## config.mk

```make
export PLATFORM = sky130hd
export DESIGN_NAME = rx_frame_ctrl
export DESIGN_NICKNAME = d
export VERILOG_FILES = /design/src/rtl/rx_pkg.sv /design/src/rtl/rx_byte_assembler.sv /design/src/rtl/rx_frame_ctrl.sv
export SDC_FILE = /design/constraint.sdc
export NUM_CORES = 1
export LEC_CHECK = 0
export ABC_AREA = 1
export CELL_PAD_IN_SITES_DETAIL_PLACEMENT = 0
export CELL_PAD_IN_SITES_GLOBAL_PLACEMENT = 1
export CORE_ASPECT_RATIO = 0.9
export CORE_UTILIZATION = 47
export DETAILED_ROUTE_END_ITERATION = 10
export PLACE_DENSITY_LB_ADDON = 0.1
export SKIP_LAST_GASP = 1
export SYNTH_ARGS = -nofsm -noshare
export SYNTH_HDL_FRONTEND = slang
export SYNTH_HIERARCHICAL = 1
export SYNTH_SLANG_ARGS = --single-unit
```

## constraint.sdc

```tcl
create_clock -name clk -period 5.5 [get_ports clk]
set_input_delay 1.1 -clock clk [delete_from_list [all_inputs] [get_ports clk]]
set_output_delay 1.1 -clock clk [all_outputs]
set_load 0.01 [all_outputs]
```

## src/rtl/rx_pkg.sv

```systemverilog
// rtl/rx_pkg.sv - shared state and error-code definitions for the rx frame controller
package rx_pkg;

    typedef enum logic [2:0] {
        ST_IDLE,
        ST_HUNT,
        ST_LEN,
        ST_PAYLOAD,
        ST_CHECK,
        ST_ERR
    } rx_state_t;

    localparam logic [2:0] ERR_NONE = 3'd0;
    localparam logic [2:0] ERR_LEN  = 3'd1;
    localparam logic [2:0] ERR_CSUM = 3'd2;
    localparam logic [2:0] ERR_TMO  = 3'd3;
    localparam logic [2:0] ERR_OVF  = 3'd4;

endpackage

```

## src/rtl/rx_byte_assembler.sv

```systemverilog
// rtl/rx_byte_assembler.sv - MSB-first bit-to-byte shift register with 3-bit bit counter
// Ports:
//   clk, rst      clock, asynchronous active-low reset
//   clr           synchronous clear of shift register and bit counter (wins over shift_en)
//   shift_en      shift bit_in in this cycle
//   bit_in        serial bit
//   data_next     shift register contents including this cycle's bit
//   done          this cycle's shift completes the 8th bit
module rx_byte_assembler (
    input  logic       clk,
    input  logic       rst,
    input  logic       clr,
    input  logic       shift_en,
    input  logic       bit_in,
    output logic [7:0] data_next,
    output logic       done
);

    logic [7:0] sreg;
    logic [2:0] cnt;

    // Exposing the post-update value lets the controller compare the sliding
    // window and capture whole bytes in the same cycle the bit arrives.
    assign data_next = {sreg[6:0], bit_in};
    assign done      = shift_en && (cnt == 3'd7);

    always_ff @(posedge clk or negedge rst) begin
        if (!rst) begin
            sreg <= 8'd0;
            cnt  <= 3'd0;
        end else if (clr) begin
            sreg <= 8'd0;
            cnt  <= 3'd0;
        end else if (shift_en) begin
            sreg <= data_next;
            cnt  <= cnt + 3'd1;
        end
    end

endmodule

```

## src/rtl/rx_frame_ctrl.sv

```systemverilog
// rtl/rx_frame_ctrl.sv - serial frame receiver: sync hunt, length, payload, checksum, timeout
// Ports:
//   clk, rst                 clock, asynchronous active-low reset
//   en                       enable frame hunting; low aborts silently to IDLE
//   rx_en                    enable to the bit receiver
//   bit_in, bit_valid        received bit and its qualifier
//   byte_out, byte_valid     payload byte stream, held until byte_ready
//   byte_ready               downstream accepts byte_out
//   sof, frame_ok, frame_err one-cycle status pulses
//   err_code                 last error code (rx_pkg ERR_*)
module rx_frame_ctrl
    import rx_pkg::*;
#(
    parameter logic [7:0] SYNC_WORD = 8'hD5,
    parameter int         MAX_LEN   = 64,
    parameter int         TIMEOUT   = 1024
) (
    input  logic       clk,
    input  logic       rst,
    input  logic       en,
    output logic       rx_en,
    input  logic       bit_in,
    input  logic       bit_valid,
    output logic [7:0] byte_out,
    output logic       byte_valid,
    input  logic       byte_ready,
    output logic       sof,
    output logic       frame_ok,
    output logic       frame_err,
    output logic [2:0] err_code
);

    localparam int            TW       = $clog2(TIMEOUT + 1);
    localparam logic [TW-1:0] TMO_LAST = TW'(TIMEOUT - 1);
    localparam logic [8:0]    LEN_MAX  = 9'(MAX_LEN);

    rx_state_t     state, state_next;
    logic          asm_clr, asm_shift, asm_done;
    logic [7:0]    asm_data;
    logic [7:0]    len_cnt, csum;
    logic [TW-1:0] tmo_cnt;
    logic          in_frame, tmo_hit;
    logic          load_len, push_byte, sof_set, ok_set, err_set;
    logic [2:0]    err_val;

    rx_byte_assembler u_asm (
        .clk       (clk),
        .rst       (rst),
        .clr       (asm_clr),
        .shift_en  (asm_shift),
        .bit_in    (bit_in),
        .data_next (asm_data),
        .done      (asm_done)
    );

    assign in_frame = (state == ST_LEN) || (state == ST_PAYLOAD) || (state == ST_CHECK);
    assign rx_en    = (state == ST_HUNT) || in_frame;
    // Fires on the TIMEOUT-th consecutive cycle without a bit.
    assign tmo_hit  = !bit_valid && (tmo_cnt == TMO_LAST);

    always_ff @(posedge clk or negedge rst) begin
        if (!rst) state <= ST_IDLE;
        else      state <= state_next;
    end

    always_comb begin
        state_next = state;
        asm_clr    = 1'b0;
        asm_shift  = 1'b0;
        load_len   = 1'b0;
        push_byte  = 1'b0;
        sof_set    = 1'b0;
        ok_set     = 1'b0;
        err_set    = 1'b0;
        err_val    = ERR_NONE;
        case (state)
            ST_IDLE: begin
                state_next = ST_HUNT;
                asm_clr    = 1'b1;
            end
            ST_HUNT: begin
                asm_shift = bit_valid;
                if (bit_valid && asm_data == SYNC_WORD) begin
                    state_next = ST_LEN;
                    sof_set    = 1'b1;
                    asm_clr    = 1'b1;
                end
            end
            ST_LEN: begin
                asm_shift = bit_valid;
                if (asm_done) begin
                    if (asm_data == 8'd0 || {1'b0, asm_data} > LEN_MAX) begin
                        state_next = ST_ERR;
                        err_set    = 1'b1;
                        err_val    = ERR_LEN;
                    end else begin
                        state_next = ST_PAYLOAD;
                        load_len   = 1'b1;
                    end
                end else if (tmo_hit) begin
                    state_next = ST_ERR;
                    err_set    = 1'b1;
                    err_val    = ERR_TMO;
                end
            end
            ST_PAYLOAD: begin
                asm_shift = bit_valid;
                if (asm_done) begin
                    if (byte_valid && !byte_ready) begin
                        state_next = ST_ERR;
                        err_set    = 1'b1;
                        err_val    = ERR_OVF;
                    end else begin
                        push_byte = 1'b1;
                        if (len_cnt == 8'd1) state_next = ST_CHECK;
                    end
                end else if (tmo_hit) begin
                    state_next = ST_ERR;
                    err_set    = 1'b1;
                    err_val    = ERR_TMO;
                end
            end
            ST_CHECK: begin
                asm_shift = bit_valid;
                if (asm_done) begin
                    if (asm_data == csum) begin
                        state_next = ST_HUNT;
                        ok_set     = 1'b1;
                        asm_clr    = 1'b1;
                    end else begin
                        state_next = ST_ERR;
                        err_set    = 1'b1;
                        err_val    = ERR_CSUM;
                    end
                end else if (tmo_hit) begin
                    state_next = ST_ERR;
                    err_set    = 1'b1;
                    err_val    = ERR_TMO;
                end
            end
            ST_ERR: begin
                state_next = ST_HUNT;
                asm_clr    = 1'b1;
            end
            default: state_next = ST_IDLE;
        endcase
        // Disable overrides everything and aborts without reporting.
        if (!en) begin
            state_next = ST_IDLE;
            asm_clr    = 1'b1;
            asm_shift  = 1'b0;
            load_len   = 1'b0;
            push_byte  = 1'b0;
            sof_set    = 1'b0;
            ok_set     = 1'b0;
            err_set    = 1'b0;
        end
    end

    always_ff @(posedge clk or negedge rst) begin
        if (!rst) begin
            byte_out   <= 8'd0;
            byte_valid <= 1'b0;
            sof        <= 1'b0;
            frame_ok   <= 1'b0;
            frame_err  <= 1'b0;
            err_code   <= ERR_NONE;
            len_cnt    <= 8'd0;
            csum       <= 8'd0;
            tmo_cnt    <= '0;
        end else begin
            sof       <= sof_set;
            frame_ok  <= ok_set;
            frame_err <= err_set;
            if (sof_set)      err_code <= ERR_NONE;
            else if (err_set) err_code <= err_val;

            if (bit_valid || !in_frame) tmo_cnt <= '0;
            else                        tmo_cnt <= tmo_cnt + TW'(1);

            if (load_len) begin
                len_cnt <= asm_data;
                csum    <= 8'd0;
            end
            if (push_byte) begin
                byte_out <= asm_data;
                csum     <= csum + asm_data;
                len_cnt  <= len_cnt - 8'd1;
            end

            // A new byte may replace one accepted in the same cycle; a pending
            // byte survives into CHECK/HUNT but never into ERR or IDLE.
            if (state_next == ST_ERR || state_next == ST_IDLE) byte_valid <= 1'b0;
            else if (push_byte)                                  byte_valid <= 1'b1;
            else if (byte_ready)                                 byte_valid <= 1'b0;
        end
    end

endmodule

```

==> results.py <==
metrics = {
    "critical_path": {
        "timing.critical_path.fanout_max": 21,
        "crit_path_cell_trace": "clkdlybuf4s50_1, nand3_1, inv_1, nand2_1, inv_1, inv_1, nor2_1, nand3_4, clkinv_2, nand2_1, o21ai_1, o21ai_0",
        "slowest_delay_ps": 780,
        "endpoint_kind": "flop",
        "cp_data_arrival_time_ps": 3840,
        "cpMostUsedCell": "inv_1",
        "cpMaxStageDelayCell": "clkdlybuf4s50_1",
        "criticalPathCategory": "input pin to flop",
        "worstSetupStartpointType": "input pin",
        "worst_ep_required_time_ps": 5680,
    },
    "routing": {
        "drt-vias-per-instance": 5.02,
        "number_of_remaining_drc_errors": 0,
        "vias": 2533,
        "detail_route.wirelength_um": 6820,
        "drt_pre_antenna_iters": 4,
        "drt-initial-drc-count": 130,
        "avgRoutedWirePerCell_um": 13.5,
        "detail-route-antenna-nets": 0,
    },
    "finish": {
        "multiInputGateArea_um2": 1520,
        "nets": 437,
        "layout.filler_cells": 590,
        "design_area_um2": 3460,
        "final_common_cell": "nand2_1",
        "postLayoutCoreUtil": 0.554,
        "drive_gt1_frac": 0.0933,
        "number_of_antenna_cells_inserted": 0,
        "area_growth_syn_to_layout_pct": 10.9,
        "layout_common_cells": "nand2_1 (116), dfrtp_1 (55), nor2_1 (39)",
        "seqCellArea_um2": 1380,
    },
    "flow_run": {
        "drv.max_cap_violation_count": 0,
    },
    "timing": {
        "slew_headroom": 0.544,
        "final-max-slew-violation-count": 0,
        "setup_total_negative_slack_ps": 0,
        "clock_skew_ps": 6.65,
        "max_clock_freq_mhz": 274,
        "layout_min_cycle_time_ps": 3650,
        "final_setup_violating_endpoints": 0,
        "grt_setup_unrepaired": "no",
        "timing.final.crit_share": 0.664,
        "hold_viol_final": 0,
        "max_slew.worst_pin.slew_ps": 684,
    },
    "clocking": {
        "holdBufCountCts": 0,
        "cts-htree-levels": 2,
        "cts_repair_resize_count": 0,
        "clock_sink_count": 55,
        "cts-root-to-sink-buffers": 2,
        "clock_tree_from_tritoncts": "yes",
        "worstSkewPairLatency_ps": 300,
        "post-cts-setup-buffer-count": 0,
        "cts-root-buf": "clkbuf_8",
        "worst_setup_hold_path_clk_slew_ps": 90,
        "cts-buffers-inserted": 5,
    },
    "floorplan": {
        "floorplan.die_area_um2": 6970,
        "starting_density_of_the_core": 0.499,
        "placement_rows": 27,
        "fp.dieW_um": 87.9,
        "core_area_um2": 6250,
        "io_pins": 22,
        "overall_die_height_um": 79.3,
    },
    "grt": {
        "global_route_overflow": 0,
        "grt_usage": 0.214,
        "grt_pass1_vias": 2495,
        "maximum_number_of_pins_on_one_net_before_global_route_repair": 56,
        "grt_pass1_wl_um": 11600,
        "initial_antenna_violation_count": 0,
    },
    "place": {
        "portbufs": 21,
        "place.detailed.hpwl_um": 5010,
        "gpl.final_weighted_congestion": 0.834,
        "detailed_place.area_um2": 3380,
    },
    "logic_synthesis": {
        "yosysSeqAreaShare": 0.441,
        "syn_inst": 396,
        "yosys.cell_types.count": 32,
        "synthesis.area_um2": 3120,
        "yosys_warning_total": 6,
        "synth_seq_cells": 55,
        "average_cell_area_after_synthesis_um2": 7.88,
        "syn_nets": 415,
    },
    "power": {
        "leakage_nw": 1.75,
        "power.density_nw_per_um2": 191,
        "worst_ir_drop_vdd_uv": 152,
    },
    "min_path": {
        "hp-class": "flop to flop",
    },
    "outcome": {
        "outcome": "complete, no violations",
    },
}
registers in the layout, summed over array words and instances (netlist names):
register    count
byte_out        8
byte_valid      1
csum            8
err_code        3
frame_err       1
frame_ok        1
len_cnt         8
sof             1
state           3
tmo_cnt        11
u_asm/cnt       3
u_asm/sreg      7
layout make-up:
class	instances	share of cell area
multi-input combinational	291	0.437
sequential	55	0.397
timing repair buffer	22	0.0614
inverter	43	0.0470
tap	87	0.0314
clock buffer	6	0.0238
clock inverter	1	0.00145
cells in the mapped netlist (all sizes together):
cell	number	area [um2]
nor3	9	50.1
xnor2	2	17.5
o21a	1	7.51
nor2	49	253
nand4	4	25.0
and3	2	12.5
dfrtp	55	1380
o211ai	2	15.0
and2	2	12.5
fa	1	20.0
o21ai	24	139
nand2	119	454
inv	42	158
nand3	41	233
clkinv	1	5.00
a21oi	19	95.1
o21bai	1	7.51
ha	12	150
nor4	1	6.26
buf	7	67.6
xor2	2	17.5
routing by layer:
metal	part of all wire	up-vias	wire length (um)	global-route usage
met1	0.50	1182	3410	0.289
met5	0	-	0	0
met4	0.0040	0	27	0.0393
met2	0.46	35	3160	0.364
met3	0.032	2	220	0.0364
li1	-	1314	-	-
cell families (layout without fill, tap and decap cells):
group / Yosys count / in the layout / share of synthesized area
DFF: 55 / 55 / 0.441
xor gates and xnor gates: 4 / 4 / 0.0112
adders and majority gates: 13 / 13 / 0.0545
buffers and inverters: 50 / 72 / 0.0737
and+or+nand+nor: 227 / 227 / 0.335
AOI/OAI and AO/OA: 47 / 47 / 0.0846
per-stage QoR:
step | power [W] | hold slack, ps | cells | setup slack [ps]
4_1_cts | 0.000669 | 472 | 505 | 1890
2_1_floorplan | 0.000429 | 433 | 396 | 2820
3_3_place_gp | 0.000444 | 447 | 498 | 1660
6_report | 0.000661 | 472 | 505 | 1850
3_5_place_dp | 0.000444 | 458 | 498 | 1570
5_1_grt | 0.000685 | 504 | 505 | 1620
worst paths after layout:
check	startpoint	to	slack, ps	cells past startpoint
worst max-delay path	en	len_cnt[7]	1850	12
worst min-delay path	tmo_cnt[0]	tmo_cnt[0]	470	1
worst max register to register	state[0]	len_cnt[7]	2370	18
worst min register to register	tmo_cnt[0]	tmo_cnt[0]	470	1
max in group asynchronous	rst	state[1]	4120	2
min in group asynchronous	rst	csum[5]	910	2
critical path: cells and delay by family:
family,cells,cell delay [ps]
AND/OR/NAND/NOR,5,940
buffers and inverters,5,1590
AO/OA/AOI/OAI,2,200
where the power goes:
| group | switching [W] | internal (W) |
|---|---|---|
| Combinational | 0.0000219 | 0.00000794 |
| Clock | 0.000126 | 0.0000992 |
| Sequential | 0.00000112 | 0.000405 |
Note: power is estimated with default switching activity, not from simulation.
